## config.mk

```make
export PLATFORM = sky130hd
export DESIGN_NAME = matrix_loader
export DESIGN_NICKNAME = d
export VERILOG_FILES = /design/src/rtl/matrix_pkg.sv /design/src/rtl/matrix_elem_counter.sv /design/src/rtl/matrix_loader.sv
export SDC_FILE = /design/constraint.sdc
export NUM_CORES = 1
export LEC_CHECK = 0
export CAP_MARGIN = 20
export CORE_MARGIN = 4
export CORE_UTILIZATION = 52
export DETAILED_ROUTE_END_ITERATION = 7
export PLACE_DENSITY_LB_ADDON = 0.25
export SETUP_SLACK_MARGIN = 0.05
export SYNTH_ARGS = -nofsm -noshare
export SYNTH_HDL_FRONTEND = slang
export SYNTH_SLANG_ARGS = --single-unit
```

## constraint.sdc

```tcl
create_clock -name clk -period 7.25 [get_ports clk]
set_input_delay 0.725 -clock clk [delete_from_list [all_inputs] [get_ports clk]]
set_output_delay 0.725 -clock clk [all_outputs]
set_load 0.005 [all_outputs]
```

## src/rtl/matrix_pkg.sv

```systemverilog
// Shared constants for the matrix ALU feeder: opcodes, sizes, loader states, error codes.
// Element (row,col) lives at bit offset (row*MAX_DIM+col)*ELEM_W of a packed operand bus.
package matrix_pkg;

  localparam int MAX_DIM = 5;
  localparam int ELEM_W  = 8;
  localparam int MAT_W   = MAX_DIM * MAX_DIM * ELEM_W;

  localparam logic [3:0] OP_SOMA    = 4'b0011;
  localparam logic [3:0] OP_SUB     = 4'b0100;
  localparam logic [3:0] OP_MULT    = 4'b0101;
  localparam logic [3:0] OP_TRANSP  = 4'b0110;
  localparam logic [3:0] OP_OPOSTA  = 4'b0111;
  localparam logic [3:0] OP_ESCALAR = 4'b1000;
  localparam logic [3:0] OP_DET2    = 4'b1001;
  localparam logic [3:0] OP_DET3    = 4'b1010;
  localparam logic [3:0] OP_DET4    = 4'b1011;
  localparam logic [3:0] OP_DET5    = 4'b1100;

  typedef logic [2:0] state_t;
  localparam state_t ST_IDLE   = 3'd0;
  localparam state_t ST_SCALAR = 3'd1;
  localparam state_t ST_LOAD_A = 3'd2;
  localparam state_t ST_LOAD_B = 3'd3;
  localparam state_t ST_ISSUE  = 3'd4;
  localparam state_t ST_WAIT   = 3'd5;

  localparam logic [1:0] ERR_NONE    = 2'b00;
  localparam logic [1:0] ERR_OPCODE  = 2'b01;
  localparam logic [1:0] ERR_SIZE    = 2'b10;
  localparam logic [1:0] ERR_TIMEOUT = 2'b11;

  function automatic int unsigned elem_off(input logic [2:0] row, input logic [2:0] col);
    return ((32'(row) * 32'(MAX_DIM)) + 32'(col)) * 32'(ELEM_W);
  endfunction

endpackage

```

## src/rtl/matrix_elem_counter.sv

```systemverilog
// Row-major row/col walker over an n x n region; clear has priority over advance.
// last flags the final element (n-1,n-1) combinationally from the current position.
module matrix_elem_counter
  import matrix_pkg::*;
(
  input  logic       clk,
  input  logic       reset,
  input  logic       clear,
  input  logic       advance,
  input  logic [2:0] n,
  output logic [2:0] row,
  output logic [2:0] col,
  output logic       last
);

  logic [2:0] n_m1;
  assign n_m1 = n - 3'd1;
  assign last = (row == n_m1) && (col == n_m1);

  always_ff @(posedge clk) begin
    if (reset || clear) begin
      row <= 3'd0;
      col <= 3'd0;
    end else if (advance) begin
      if (col == n_m1) begin
        col <= 3'd0;
        row <= row + 3'd1;
      end else begin
        col <= col + 3'd1;
      end
    end
  end

endmodule

```

## src/rtl/matrix_loader.sv

```systemverilog
// Byte-stream front end for the matrix ALU: decodes a header, loads scalar/A/B, pulses start, waits for done.
// Optional WAIT watchdog is compiled in with LOADER_TIMEOUT_EN.
module matrix_loader #(
  parameter int MAX_DIM        = 5,
  parameter int ELEM_W         = 8,
  parameter int TIMEOUT_CYCLES = 1024
) (
  input  logic                              clk,
  input  logic                              reset,
  input  logic [7:0]                        in_data,
  input  logic                              in_valid,
  output logic                              in_ready,
  output logic [MAX_DIM*MAX_DIM*ELEM_W-1:0] matriz_a,
  output logic [MAX_DIM*MAX_DIM*ELEM_W-1:0] matriz_b,
  output logic [3:0]                        opcode,
  output logic [7:0]                        data_escalar,
  output logic                              alu_start,
  input  logic                              alu_done,
  output logic                              busy,
  output logic                              error,
  output logic [1:0]                        err_code
);

  import matrix_pkg::*;

  state_t     state;
  logic [3:0] op_lat;
  logic [2:0] n_lat;
  logic       wait_first;

  logic       xfer;
  logic [3:0] hdr_op;
  logic [2:0] hdr_n;
  logic       op_ok;
  logic       size_ok;
  logic       needs_b;
  logic [2:0] row;
  logic [2:0] col;
  logic       last;
  logic       cnt_clear;
  logic       cnt_adv;
  logic       unused_hdr_bit;

  assign in_ready = (state == ST_IDLE) || (state == ST_SCALAR) ||
                    (state == ST_LOAD_A) || (state == ST_LOAD_B);
  assign xfer     = in_valid && in_ready;

  assign hdr_op         = in_data[3:0];
  assign unused_hdr_bit = in_data[7];
  assign op_ok          = (hdr_op >= OP_SOMA) && (hdr_op <= OP_DET5);

  // Determinant opcodes imply their own order regardless of the header n field.
  always_comb begin
    hdr_n = in_data[6:4];
    case (hdr_op)
      OP_DET2: hdr_n = 3'd2;
      OP_DET3: hdr_n = 3'd3;
      OP_DET4: hdr_n = 3'd4;
      OP_DET5: hdr_n = 3'd5;
      default: hdr_n = in_data[6:4];
    endcase
  end

  assign size_ok = (hdr_n >= 3'd2) && (hdr_n <= 3'(MAX_DIM));
  assign needs_b = (op_lat == OP_SOMA) || (op_lat == OP_SUB) || (op_lat == OP_MULT);

  assign cnt_clear = ((state != ST_LOAD_A) && (state != ST_LOAD_B)) ||
                     ((state == ST_LOAD_A) && xfer && last);
  assign cnt_adv   = xfer && ((state == ST_LOAD_A) || (state == ST_LOAD_B));

  matrix_elem_counter u_cnt (
    .clk     (clk),
    .reset   (reset),
    .clear   (cnt_clear),
    .advance (cnt_adv),
    .n       (n_lat),
    .row     (row),
    .col     (col),
    .last    (last)
  );

`ifdef LOADER_TIMEOUT_EN
  localparam int TO_W = $clog2(TIMEOUT_CYCLES + 1);
  logic [TO_W-1:0] wait_cnt;
`else
  localparam int unused_timeout = TIMEOUT_CYCLES;
`endif

  always_ff @(posedge clk) begin
    if (reset) begin
      state        <= ST_IDLE;
      op_lat       <= 4'd0;
      n_lat        <= 3'd0;
      wait_first   <= 1'b0;
      matriz_a     <= '0;
      matriz_b     <= '0;
      opcode       <= 4'd0;
      data_escalar <= 8'd0;
      alu_start    <= 1'b0;
      busy         <= 1'b0;
      error        <= 1'b0;
      err_code     <= ERR_NONE;
`ifdef LOADER_TIMEOUT_EN
      wait_cnt     <= '0;
`endif
    end else begin
      alu_start <= 1'b0;
      case (state)
        ST_IDLE: begin
          if (xfer) begin
            if (!op_ok) begin
              error    <= 1'b1;
              err_code <= ERR_OPCODE;
            end else if (!size_ok) begin
              error    <= 1'b1;
              err_code <= ERR_SIZE;
            end else begin
              matriz_a <= '0;
              matriz_b <= '0;
              opcode   <= 4'd0;
              error    <= 1'b0;
              err_code <= ERR_NONE;
              op_lat   <= hdr_op;
              n_lat    <= hdr_n;
              busy     <= 1'b1;
              state    <= (hdr_op == OP_ESCALAR) ? ST_SCALAR : ST_LOAD_A;
            end
          end
        end
        ST_SCALAR: begin
          if (xfer) begin
            data_escalar <= in_data;
            state        <= ST_LOAD_A;
          end
        end
        ST_LOAD_A: begin
          if (xfer) begin
            matriz_a[elem_off(row, col) +: 8] <= in_data;
            if (last) begin
              if (needs_b) begin
                state <= ST_LOAD_B;
              end else begin
                state     <= ST_ISSUE;
                opcode    <= op_lat;
                alu_start <= 1'b1;
              end
            end
          end
        end
        ST_LOAD_B: begin
          if (xfer) begin
            matriz_b[elem_off(row, col) +: 8] <= in_data;
            if (last) begin
              state     <= ST_ISSUE;
              opcode    <= op_lat;
              alu_start <= 1'b1;
            end
          end
        end
        ST_ISSUE: begin
          state      <= ST_WAIT;
          wait_first <= 1'b1;
`ifdef LOADER_TIMEOUT_EN
          wait_cnt   <= '0;
`endif
        end
        ST_WAIT: begin
          wait_first <= 1'b0;
          // The first WAIT cycle may still see the previous command's registered done.
          if (!wait_first && alu_done) begin
            busy  <= 1'b0;
            state <= ST_IDLE;
          end
`ifdef LOADER_TIMEOUT_EN
          else if (wait_cnt == TO_W'(TIMEOUT_CYCLES - 1)) begin
            error    <= 1'b1;
            err_code <= ERR_TIMEOUT;
            busy     <= 1'b0;
            opcode   <= 4'd0;
            state    <= ST_IDLE;
          end else begin
            wait_cnt <= wait_cnt + 1'b1;
          end
`endif
        end
        default: state <= ST_IDLE;
      endcase
    end
  end

endmodule
```

==> out/metrics.cfg <==
[outcome]
status=finished, final reports clean

[floorplanning]
die_width_um=184
rows=64
io_pins=430
initial_utilization_pct=52.8
core-area_um2=30700
die_h_um=184
die-area_um2=34000

[place]
placed_area_um2=20600
dp_slack_ns=2.69
dp_hpwl_um=39900
portBuffers=429
gp_congestion=0.925

[pwr]
ir_worst_vdd_mv=0.164
leakagePower_nw=7.34
total_power_mw=4.92
power_density_nw_per_um2=223

[yosys]
synth-simple-area-share_pct=11.2
synth_top_family_by_area=compound AO/OA/AOI/OAI gates
synth_cell_type_count=71
synthCells=1620
synth_edf_count=0
ys_async_sr_fraction_pct=0
synthXorXnorAreaFrac_pct=0.928
ys_ff_latch=434
ys_seq_area_share_pct=53.7
synth-compound-area-share_pct=26.0
syn_nets=1647
synthMuxAreaShare_pct=0.742
syn_area_um2=16200
synthFlopType=dfxtp_1
synth_fa_ha_area_share_pct=1.21
avgSynthCellArea_um2=9.99
yosysWarnings=0

[routing]
wire_per_inst_um=23.8
wirelength_um=57800
viasPerCell=6.24
drtIter0Drc=1518
dr.pass1.iters=5
drc_errors=0
num_vias=15100
ant_nets=0

[clock_network]
cts_root_buffer=clkbuf_16
post_cts_resized=0
clkSinkCount=434
cts.path.max_buffers=3
clk_pin_slew_ns=0.06
htree_num_levels=2
worstSkewPairLatency_ns=0.54
cts-hold-fix-buffers=0
cts_tree=built
cts_buffers=43
postCtsSetupRepairBufs=0

[timing]
finalWorstSetupSlack_ns=2.52
setup_viol=0
fmax_mhz=212
grt_setup_unrepaired=false
final.min_clock_period_ns=4.73
slew_headroom_pct=22.0
final_max_slew_viol_count=0
worst-slew-pin-transition_ns=1.17
tns_ns=0
skew_ns=0.0270
period_share_pct=65.2
final-hold-violation-count=0

[final_layout]
multi_input_area_um2=6530
n_fill_cell=2204
area_growth_pct=36.3
layout.nets=2026
register_area_um2=8690
drive_gt1_share_pct=6.16
stdcell_area_um2=22100

[flow_run]
max_cap_viol_count=0

[global_route]
grt_pass1_wl_um=86700
grt_pass1_vias=14800
grt_max_degree=150
antenna_found_initial=1
gr-total-overflow=0
grtUsageTotal_pct=32.2

[setup_path]
crit_path_start_kind=flop
critPathRequiredTime_ns=7.62
cp_max_fo=17
rr_worst_depth=11
crit_path_end_kind=flop
rrSetupSlack_ns=2.52
arrival_ns=5.10
criticalPathCategory=flop to flop

[worst_hold_path]
holdPathStages=2
min-delay-path-class=flop to flop

-- Yosys cell counts, types with 2 or more instances --
library cell / instances / area, um2
a31oi_1: 2 / 12.5
a32o_1: 18 / 180
o31ai_1: 2 / 15.0
a21oi_1: 42 / 210
nand4_1: 13 / 81.3
and2_1: 8 / 50.1
a22o_1: 105 / 920
a211oi_2: 3 / 37.5
ha_1: 14 / 175
inv_1: 140 / 526
nor2_1: 140 / 526
nor4_2: 3 / 37.5
xor2_1: 8 / 70.1
a211oi_1: 5 / 37.5
a211o_1: 2 / 17.5
xnor2_1: 2 / 17.5
o2bb2ai_1: 77 / 674
buf_4: 6 / 45.0
or3_1: 3 / 18.8
o21ai_1: 7 / 35.0
o2111ai_1: 3 / 26.3
buf_2: 29 / 145
a32oi_1: 33 / 289
a21oi_2: 23 / 201
nand2_1: 84 / 315
mux2i_1: 12 / 120
a22oi_1: 9 / 67.6
o32ai_1: 127 / 1110
nor3_1: 13 / 65.1
o22ai_1: 24 / 150
buf_1: 2 / 7.51
dfxtp_1: 434 / 8690
o21ai_0: 21 / 105
o22a_1: 2 / 17.5
nor2b_1: 8 / 50.1
and3_1: 10 / 62.6
clkbuf_1: 70 / 263
nand3_1: 50 / 250
nand2b_1: 34 / 213
-- routing by layer --
layer  track usage [%]  routed length, um
met1              41.7              22600
met2              50.4              26500
met3              8.27               5480
met4              15.6               3150
met5                 0                  0
-- power by group --
| group | switching (mW) | leakage [nW] | internal [mW] |
|---|---|---|---|
| clock | 0.926 | 0.699 | 1.29 |
| sequential | 0.0104 | 3.50 | 2.39 |
| combinational | 0.233 | 3.14 | 0.0694 |
| total | 1.17 | 7.34 | 3.75 |
-- path summary, 6_finish.rpt --
check	endpoint	start
worst max-delay path	matriz_a[185]$_SDFFE_PP0P_	u_cnt.row[0]$_SDFFE_PP0P_
worst max register to register	matriz_a[185]$_SDFFE_PP0P_	u_cnt.row[0]$_SDFFE_PP0P_
worst min register to register	opcode[3]$_SDFFE_PP0P_	opcode[3]$_SDFFE_PP0P_
worst min-delay path	opcode[3]$_SDFFE_PP0P_	opcode[3]$_SDFFE_PP0P_
-- state kept, by name, indices dropped and copies added, names as in the netlist --
signal / count
error: 1
state: 3
opcode: 4
data_escalar: 8
err_code: 2
u_cnt.col: 3
matriz_a: 200
op_lat: 4
wait_first: 1
alu_start: 1
busy: 1
n_lat: 3
matriz_b: 200
u_cnt.row: 3
-- per-stage QoR --
step / hold WS, ns / util, % / std cells
detailed placement: 0.443 / 67.2 / 2348
finish: 0.454 / 72.0 / 2427
global placement: 0.434 / 67.2 / 2347
global route: 0.481 / 72.0 / 2427
CTS: 0.455 / 71.9 / 2424
floorplan: 0.448 / - / 1620
-- critical path: stages (launching register included) --
cell	delay (ns)
dfxtp_1	0.45
ha_1	0.28
ha_1	0.30
inv_1	0.06
fa_1	0.45
xor2_1	0.38
and3_1	0.25
xor3_1	0.55
nor2_1	0.89
nand4_1	0.31
a21oi_2	0.50
o32ai_1	0.14
-- logic make-up after synthesis --
family                     after synthesis
AOI/OAI and AO/OA                      516
muxes                                   12
adders and majority gates               15
xor gates and xnor gates                13
and+or+nand+nor                        381
buffers and inverters                  249
DFF                                    434
-- placed cells by master, fill, tap and decap left out, drive strengths merged, types with 3 or more instances in the layout --
cell type / count
mux2i: 12
a21oi: 65
a22o: 105
a32oi: 33
nand3: 50
nor3: 15
and3: 10
clkinv: 10
clkdlybuf4s50: 428
nor2: 141
o21ai: 29
xnor2: 3
inv: 143
o2111ai: 3
a32o: 18
nand4: 13
and2: 9
nand2b: 34
nand2: 84
nor4: 5
nor2b: 8
ha: 14
o22ai: 24
a22oi: 9
buf: 14
a211oi: 8
xor2: 8
o32ai: 127
o2bb2ai: 77
dfxtp: 434
or3: 3
clkbuf: 62
-- layout make-up --
class                      instances  area share [%]
clock inverter                    14           0.709
tap                              396            2.25
inverter                         141            2.40
timing repair buffer             442            20.0
sequential                       434            39.4
antenna                            1          0.0113
multi-input combinational        937            29.6
clock buffer                      62            5.70
No activity file was read; power rests on OpenSTA's default activity.
